--- src/rtl/mem_seq_pkg.sv ---
// mem_seq_pkg
// Shared definitions for the memory read sequencer:
//   seq_state_e - burst controller states
//   FIFO_DEPTH  - depth of the output buffer. The credit logic in the top
//                 allows at most this many words to be buffered or in flight.
package mem_seq_pkg;

  localparam int FIFO_DEPTH = 2;

  typedef enum logic [1:0] {
    IDLE   = 2'd0,
    RUN    = 2'd1,
    DRAIN  = 2'd2,
    FINISH = 2'd3
  } seq_state_e;

endpackage

--- src/rtl/seq_skid_fifo.sv ---
// seq_skid_fifo
// Two-entry output buffer between the RAM read pipeline and the consumer.
// The buffer accepts a write and a pop in the same cycle, and a flush empties it.
// Ports:
//   clk, reset   - clock, asynchronous active-high reset
//   push, wdata  - write a word (ignored if full without a simultaneous pop)
//   pop          - remove the head word (ignored if empty)
//   flush        - drop all contents; takes priority over push/pop
//   rdata        - head word
//   full, empty  - occupancy flags
//   count        - number of stored words (0..2)
module seq_skid_fifo
  import mem_seq_pkg::*;
#(
  parameter int DATA_WIDTH = 8
) (
  input  logic                  clk,
  input  logic                  reset,
  input  logic                  push,
  input  logic                  pop,
  input  logic                  flush,
  input  logic [DATA_WIDTH-1:0] wdata,
  output logic [DATA_WIDTH-1:0] rdata,
  output logic                  full,
  output logic                  empty,
  output logic [1:0]            count
);

  localparam logic [1:0] DEPTH_CNT = 2'(FIFO_DEPTH);

  logic [DATA_WIDTH-1:0] mem_q [FIFO_DEPTH];
  logic                  wrPtr_q;
  logic                  rdPtr_q;
  logic [1:0]            count_q;
  logic                  doPush;
  logic                  doPop;

  // A pop frees a slot in the same cycle, so a full buffer can still take a write
  // while it is being read.
  assign doPop  = pop && (count_q != 2'd0);
  assign doPush = push && ((count_q != DEPTH_CNT) || doPop);

  assign rdata = mem_q[rdPtr_q];
  assign full  = (count_q == DEPTH_CNT);
  assign empty = (count_q == 2'd0);
  assign count = count_q;

  // Storage and pointers. Depth 2 lets one-bit pointers simply toggle.
  // A flush resets only the pointers and leaves stale storage in place.
  always_ff @(posedge clk or posedge reset) begin
    if (reset) begin
      for (int i = 0; i < FIFO_DEPTH; i++) begin
        mem_q[i] <= '0;
      end
      wrPtr_q <= 1'b0;
      rdPtr_q <= 1'b0;
      count_q <= 2'd0;
    end else if (flush) begin
      wrPtr_q <= 1'b0;
      rdPtr_q <= 1'b0;
      count_q <= 2'd0;
    end else begin
      if (doPush) begin
        mem_q[wrPtr_q] <= wdata;
        wrPtr_q        <= ~wrPtr_q;
      end
      if (doPop) begin
        rdPtr_q <= ~rdPtr_q;
      end
      count_q <= count_q + {1'b0, doPush} - {1'b0, doPop};
    end
  end

endmodule

--- src/rtl/mem_read_sequencer.sv ---
// mem_read_sequencer
// Reads a burst of consecutive RAM words and streams them to a ready/valid
// consumer. Credit logic limits buffered plus in-flight words to the buffer
// depth, so the RAM pipeline never overruns the output buffer.
// Ports:
//   clk, reset          - clock, asynchronous active-high reset
//   start, base_addr,
//   count               - begin a burst of count words at base_addr (idle only)
//   abort               - flush the burst in progress and return to idle
//   mem_we, mem_addr    - RAM control (read-only, registered address)
//   mem_dout            - registered RAM data, one cycle after the address
//   out_data, out_valid,
//   out_ready           - output stream; a word moves when valid and ready are both 1
//   busy, done          - not-idle flag and one-cycle burst-complete pulse
module mem_read_sequencer
  import mem_seq_pkg::*;
#(
  parameter int DATA_WIDTH = 8,
  parameter int ADDR_WIDTH = 10
) (
  input  logic                  clk,
  input  logic                  reset,
  input  logic                  start,
  input  logic [ADDR_WIDTH-1:0] base_addr,
  input  logic [ADDR_WIDTH:0]   count,
  input  logic                  abort,
  output logic                  mem_we,
  output logic [ADDR_WIDTH-1:0] mem_addr,
  input  logic [DATA_WIDTH-1:0] mem_dout,
  output logic [DATA_WIDTH-1:0] out_data,
  output logic                  out_valid,
  input  logic                  out_ready,
  output logic                  busy,
  output logic                  done
);

  localparam logic [ADDR_WIDTH-1:0] ADDR_ONE = 1;
  localparam logic [ADDR_WIDTH:0]   REM_ONE  = 1;

  seq_state_e            state_q, state_d;
  logic [ADDR_WIDTH-1:0] addr_q, addr_d;
  logic [ADDR_WIDTH:0]   remaining_q, remaining_d;
  logic                  inflight_q, inflight_d;

  logic                  fifoFull;
  logic                  fifoEmpty;
  logic [1:0]            fifoCount;
  logic [2:0]            occupied;
  logic                  pop;
  logic                  credit;
  logic                  issue;

  assign mem_we    = 1'b0;
  assign mem_addr  = addr_q;
  assign out_valid = !fifoEmpty;
  assign busy      = (state_q != IDLE);
  assign done      = (state_q == FINISH);

  assign pop      = out_valid && out_ready;
  assign occupied = {1'b0, fifoCount} + {2'b0, inflight_q};
  // A pop in this cycle frees a slot in time for the read issued now.
  assign credit   = pop || (!fifoFull && (occupied < 3'(FIFO_DEPTH)));
  assign issue    = (state_q == RUN) && (remaining_q != '0) && credit && !abort;

  // The read issued last cycle delivers its word now. On abort the word is dropped.
  seq_skid_fifo #(
    .DATA_WIDTH(DATA_WIDTH)
  ) u_fifo (
    .clk   (clk),
    .reset (reset),
    .push  (inflight_q && !abort),
    .pop   (pop),
    .flush (abort),
    .wdata (mem_dout),
    .rdata (out_data),
    .full  (fifoFull),
    .empty (fifoEmpty),
    .count (fifoCount)
  );

  // State, address, word counter and read-in-flight flag.
  always_ff @(posedge clk or posedge reset) begin
    if (reset) begin
      state_q     <= IDLE;
      addr_q      <= '0;
      remaining_q <= '0;
      inflight_q  <= 1'b0;
    end else begin
      state_q     <= state_d;
      addr_q      <= addr_d;
      remaining_q <= remaining_d;
      inflight_q  <= inflight_d;
    end
  end

  // Next-state logic. Abort overrides everything, including start.
  // An empty burst skips RUN and leaves the address register untouched.
  always_comb begin
    state_d     = state_q;
    addr_d      = addr_q;
    remaining_d = remaining_q;
    inflight_d  = 1'b0;
    if (abort) begin
      state_d     = IDLE;
      remaining_d = '0;
    end else begin
      case (state_q)
        IDLE: begin
          if (start) begin
            if (count == '0) begin
              state_d = FINISH;
            end else begin
              state_d     = RUN;
              addr_d      = base_addr;
              remaining_d = count;
            end
          end
        end
        RUN: begin
          if (issue) begin
            addr_d      = addr_q + ADDR_ONE;
            remaining_d = remaining_q - REM_ONE;
            inflight_d  = 1'b1;
            if (remaining_q == REM_ONE) begin
              state_d = DRAIN;
            end
          end else if (remaining_q == '0) begin
            state_d = DRAIN;
          end
        end
        DRAIN: begin
          if (!inflight_q && fifoEmpty) begin
            state_d = FINISH;
          end
        end
        FINISH: begin
          state_d = IDLE;
        end
        default: begin
          state_d = IDLE;
        end
      endcase
    end
  end

endmodule

--- config.mk ---
export PLATFORM = sky130hd
export DESIGN_NAME = mem_read_sequencer
export DESIGN_NICKNAME = d
export VERILOG_FILES = /design/src/rtl/mem_seq_pkg.sv /design/src/rtl/seq_skid_fifo.sv /design/src/rtl/mem_read_sequencer.sv
export SDC_FILE = /design/constraint.sdc
export NUM_CORES = 1
export LEC_CHECK = 0
export BUFFER_PORTS_ARGS = -buffer_cell sky130_fd_sc_hd__buf_2
export CAP_MARGIN = 5
export CORE_ASPECT_RATIO = 1.5
export CORE_UTILIZATION = 32
export CTS_BUF_LIST = sky130_fd_sc_hd__clkbuf_4 sky130_fd_sc_hd__clkbuf_8
export DETAILED_ROUTE_END_ITERATION = 6
export GPL_TIMING_DRIVEN = 0
export SETUP_SLACK_MARGIN = 0.3
export SYNTH_ARGS = -nofsm -noshare
export SYNTH_HDL_FRONTEND = slang
export SYNTH_SLANG_ARGS = --single-unit
--- constraint.sdc ---
create_clock -name clk -period 4.1 [get_ports clk]
set_input_delay 0.82 -clock clk [delete_from_list [all_inputs] [get_ports clk]]
set_output_delay 0.82 -clock clk [all_outputs]
set_load 0.005 [all_outputs]
After elaboration in Yosys (flattened, before gate mapping)
Index checks and enable logic that the tools add are counted.

Add/sub/neg operators: 5. Magnitude comparators: 4. Equality and inequality tests: 15. Muxes and demuxes: 31. Bitwise gates (word level): 5. Reduce and logical (&&, ||, !) cells: 31.

Operator list (number): 11-bit 2-to-1 mux (4); 8-bit 2-to-1 mux (4); 10-bit 2-to-1 mux (3); 11-bit logical NOT (2); 11-bit case mux with 2 select lines (1); 10-bit case mux with 2 select lines (1); 16-bit bitwise mux (1); 2-bit 2-to-1 mux (8); 3-bit != test (second input constant) (4); 11-bit by 1-bit equality test with 1-bit output (second input constant) (1); 11-bit nonzero test (1); 11-bit by 1-bit subtractor with 11-bit output (second input constant) (1); 10-bit by 1-bit adder with 10-bit output (second input constant) (1); 1-bit logical AND (10); 2-bit nonzero test (5); 8-bit demux with 1-bit select (1); 2-bit != test (second input constant) (4); 4-bit by 3-bit != test with 1-bit output (second input constant) (2); 2-bit case mux with 4 select lines (1); 4-bit AND reduction (2); 1-bit 2-to-1 mux (7); 2-bit equality test (second input constant) (3); 5-bit AND reduction (1); 2-bit greater-or-equal comparator (second input constant) (2); 13 further kinds (21).

Flip-flop bits (word level): 44. Input port bits: 34. Output and inout bits: 22. Logic and storage cells: 100.

Longest topological paths before layout
Word-level depth: 9. Depth in mapped cells: 10. Mapped depth without buffers: 8.

Hierarchy
From an unflattened synthesis, not the netlist that was laid out.

Cell total of the unflattened synthesis: 286. Area, all modules: 2840.2 sq um.

By module, submodules not included: mem_read_sequencer (instances 1, cells an instance 219, area an instance 1879.3 sq um); seq_skid_fifo (instances 1, cells an instance 67, area an instance 960.9 sq um).

Least setup slack after synthesis
Ideal clock, no wire load.

Path type: input to register. From: in count[9]. To: reg remaining_q[7]. Data arrival time: 2.443 ns. Data required time: 3.962 ns. Slack: 1.519 ns. Stages on the path: 6. Cells stage by stage: or4_2 > o32a_2 > o221a_4 > buf_6 > a311oi_1 > a211oi_1.

Longest elaborated chain between the ends: 3.

RTL lines: from (decl) (RTL line mem_read_sequencer.sv:25) `input logic [ADDR_WIDTH:0] count,`; 11-bit logical NOT (RTL line mem_read_sequencer.sv:110) `if (count == '0) begin`; 3-bit != test (no line); 4-bit AND reduction (no line); to (signal assigned) (RTL line mem_read_sequencer.sv:91) `remaining_q <= remaining_d;`; to (decl) (RTL line mem_read_sequencer.sv:42) `logic [ADDR_WIDTH:0] remaining_q, remaining_d;`.

No other way between the ends. A chain may end at the register's enable or synchronous reset.

Final worst setup path
From: reg state_q[0]. To: reg remaining_q[7].

Longest elaborated chain between the ends: 6. Elaborated cells on any way between the ends: 12. Those cells by class: 4 x eq/ne; 2 x mux; 6 x reduce/logical.

RTL lines: from (decl) (RTL line mem_read_sequencer.sv:40) `seq_state_e state_q, state_d;`; from (signal assigned) (RTL line mem_read_sequencer.sv:89) `state_q <= state_d;`; 2-bit by 1-bit equality test with 1-bit output (RTL line mem_read_sequencer.sv:63, mem_read_sequencer.sv:107); 1-bit logical AND (3 in series) (RTL line mem_read_sequencer.sv:63) `assign issue = (state_q == RUN) && (remaining_q != '0) && credit && !abort;`; 3-bit != test (no line); 4-bit AND reduction (no line).

Several ways; a longest one is shown, not always the timed one.

==> impl_metrics.toml <==
[run_status]
status = "complete, no violations"

[logic_synthesis]
yosysWarnings = 0
synth_edf_count = 0
synth-xor-area-share_pct = 1.64
synth-adder-area-share_pct = 4.22
synth.yosys.seq_area_share_pct = 41.2
syn-cell-area_um2 = 2670
ys_types = 57
async_reset_ff_share_pct = 100
synth_simple_gate_area_share_pct = 17.7
synth_compound_area_share_pct = 18.0
synth_top_area_share_pct = 41.2
synthCells = 266
ys_ff_latch = 44
synth_flop_cell = "dfrtp_1"
synthTopCellsByArea = "dfrtp_1 (41%), mux2_2 (11%), ha_1 (4.2%)"
yosysTopAreaCell = "dfrtp_1"
synthMuxAreaShare_pct = 11.3
syn_avg_cell_area_um2 = 10.0
synth_nets = 309
synth_top_family_by_area = "compound AO/OA/AOI/OAI gates"

[timing]
finalCriticalPeriod_ns = 2.58
fmax_ghz = 0.387
tightest_slew_ns = 0.859
finalSetupViolCount = 0
setup_tns_ns = 0
finClkSkew_ns = 0.00409
period_share_pct = 63.0
rsz0062_at_grt = "false"
slew_violations = 0
timing.final.ws_setup_ns = 1.52
slew_headroom_pct = 42.0
hold_violations = 0

[clock_tree]
ctsHoldBuffers = 0
htree_levels = 2
cts-resized-gates = 0
cts_root_buf = "clkbuf_8"
post_cts_buffers = 0
cts_tree = "built"
clock_tree.buffer_depth = 2
cts_buffers = 5
clock-sinks = 44
clkLatencyLatePin_ns = 0.31
clkTransAtPathRegs_ns = 0.09

[setup_path]
cp-end-kind = "flip-flop"
crit_required_ns = 4.27
crit_path_start_kind = "flip-flop"
worstPathMaxFanout = 10
reg2reg_depth = 8
cp.arrival_ns = 2.75
crit_type = "flip-flop to flip-flop"

[job]
cap_violations = 0

[route]
vias = 2324
wire_per_inst_um = 16.2
wl_um = 7010
drtPass1Iterations = 4
drt_iter0_drc = 88
ant_nets = 0
drc = 0
vias_per_cell = 5.35

[pwr]
vdd_drop_max_mv = 0.290
p_leak_nw = 1.47
powerDensity_nw_per_um2 = 771
totalPowerFinal_mw = 2.47

[min_path]
hp-class = "input port to asynchronous set/reset pin"

[placement]
placed_cell_area_um2 = 3090
post-place-ws_ns = 1.27
place.port_buffers = 54
gp_congestion = 0.925
dp_hpwl_um = 5250

[finish]
diodes = 0
stdcell_area_um2 = 3210
nets = 371
final_util_pct = 39.8
synthToLayoutAreaGrowth_pct = 20.2
drive_gt1_share_pct = 33.4

[die]
start_util_pct = 33.1
dieWidth_um = 76.6
die_area_um2 = 8720
pin_count = 56
die_y_um = 114
rows = 40
core_um2 = 8060

[grt]
grt_antenna_before_repair = 0
gr-total-overflow = 0
grt_usage_pct = 17.1
grt_max_degree = 37
grt_pass1_wl_um = 11700
grt_pass1_vias = 2396
## layer usage
layer	global-route usage, %	part of all wire, %	wire length, um
met3	2.88	5.1	357
met1	19.3	39	2760
met2	31.5	53	3690
met4	7.18	2.9	200
met5	0	0	0
## final timing paths
check                                  endpoint  slack, ns             from
worst max-delay path             remaining_q[7]       1.52       state_q[0]
worst min register to register  u_fifo.mem_q[6]       0.51  u_fifo.mem_q[6]
worst max register to register   remaining_q[7]       1.52       state_q[0]
worst min-delay path            u_fifo.mem_q[8]       0.41            reset
min in group clk                u_fifo.mem_q[6]       0.51  u_fifo.mem_q[6]
max in group asynchronous        remaining_q[8]       3.23            reset
## synthesized netlist by cell type (2+ instances only)
cell type  number
or4_4           2
nand2_1         9
nand3_1         7
nor2b_1         5
dfrtp_1        44
or2_2           3
buf_6           2
nand4b_1        2
o22ai_1         5
xnor2_1         3
o21a_1          2
ha_1            9
or3_1           2
a21oi_1        12
nor3b_1         3
buf_4           2
nor3_1         10
o32ai_1         5
nor2_1         21
clkbuf_1        8
a211oi_1       11
mux2i_1         2
o41ai_1         2
nor4_1          6
mux2_2         25
inv_1          18
nand2b_1        3
o21ai_0        11
a32oi_1         3
xor2_1          2
## through the flow
stage / hold WS [ns] / cells
2_1_floorplan: 0.474 / 266
3_3_place_gp: 0.481 / 425
3_5_place_dp: 0.492 / 426
4_1_cts: 0.402 / 434
5_1_grt: 0.402 / 434
6_report: 0.408 / 434
## state kept, by name, summed over array words and instances, names as in the netlist
| signal | count |
|---|---|
| inflight_q | 1 |
| u_fifo.count | 2 |
| u_fifo.wrPtr_q | 1 |
| state_q | 2 |
| u_fifo.rdPtr_q | 1 |
| u_fifo.mem_q | 16 |
| remaining_q | 11 |
| mem_addr | 10 |
## logic make-up (layout without fill, tap and decap cells)
family / Yosys count / count (layout)
xor gates and xnor gates: 5 / 5
other: 1 / 1
muxes: 27 / 27
buffers and inverters: 32 / 95
AOI/OAI and AO/OA: 64 / 64
adders and majority gates: 9 / 9
and+or+nand+nor: 84 / 84
DFF: 44 / 44
## layout make-up
class,count,area (um2)
buffer,14,86.3
clock buffer,5,68.8
clock inverter,3,47.5
fill,831,4850
inverter,18,67.6
multi-input combinational,190,1420
sequential,44,1100
tap,105,131
timing repair buffer,55,290
## cells in the final DEF (no fill, tap or decap), drive strengths merged, types with 3 or more instances in the layout
master / instances
buf: 60
dfrtp: 44
mux2: 25
nor2: 21
inv: 18
clkbuf: 14
a21oi: 12
o21ai: 11
a211oi: 11
nor3: 10
nand2: 9
ha: 9
nand3: 7
nor4: 6
o32ai: 5
nor2b: 5
o22ai: 5
or4: 4
or3: 4
or2: 3
nand2b: 3
nor3b: 3
xnor2: 3
a32oi: 3
## worst max-delay path: stages (launching register included)
cell,delay (ns)
dfrtp_1,0.42
inv_1,0.12
ha_1,0.24
or4b_1,0.53
o32a_2,0.51
o221a_4,0.15
buf_6,0.14
a311oi_1,0.25
a211oi_1,0.08
## report_power, final
group          internal, mW  total, mW  switching [mW]
registers             0.627      0.796           0.169
clock network         0.184      0.350           0.166
logic                 0.626       1.33           0.701
total                  1.44       2.47            1.04
No activity file was read; power rests on OpenSTA's default activity.
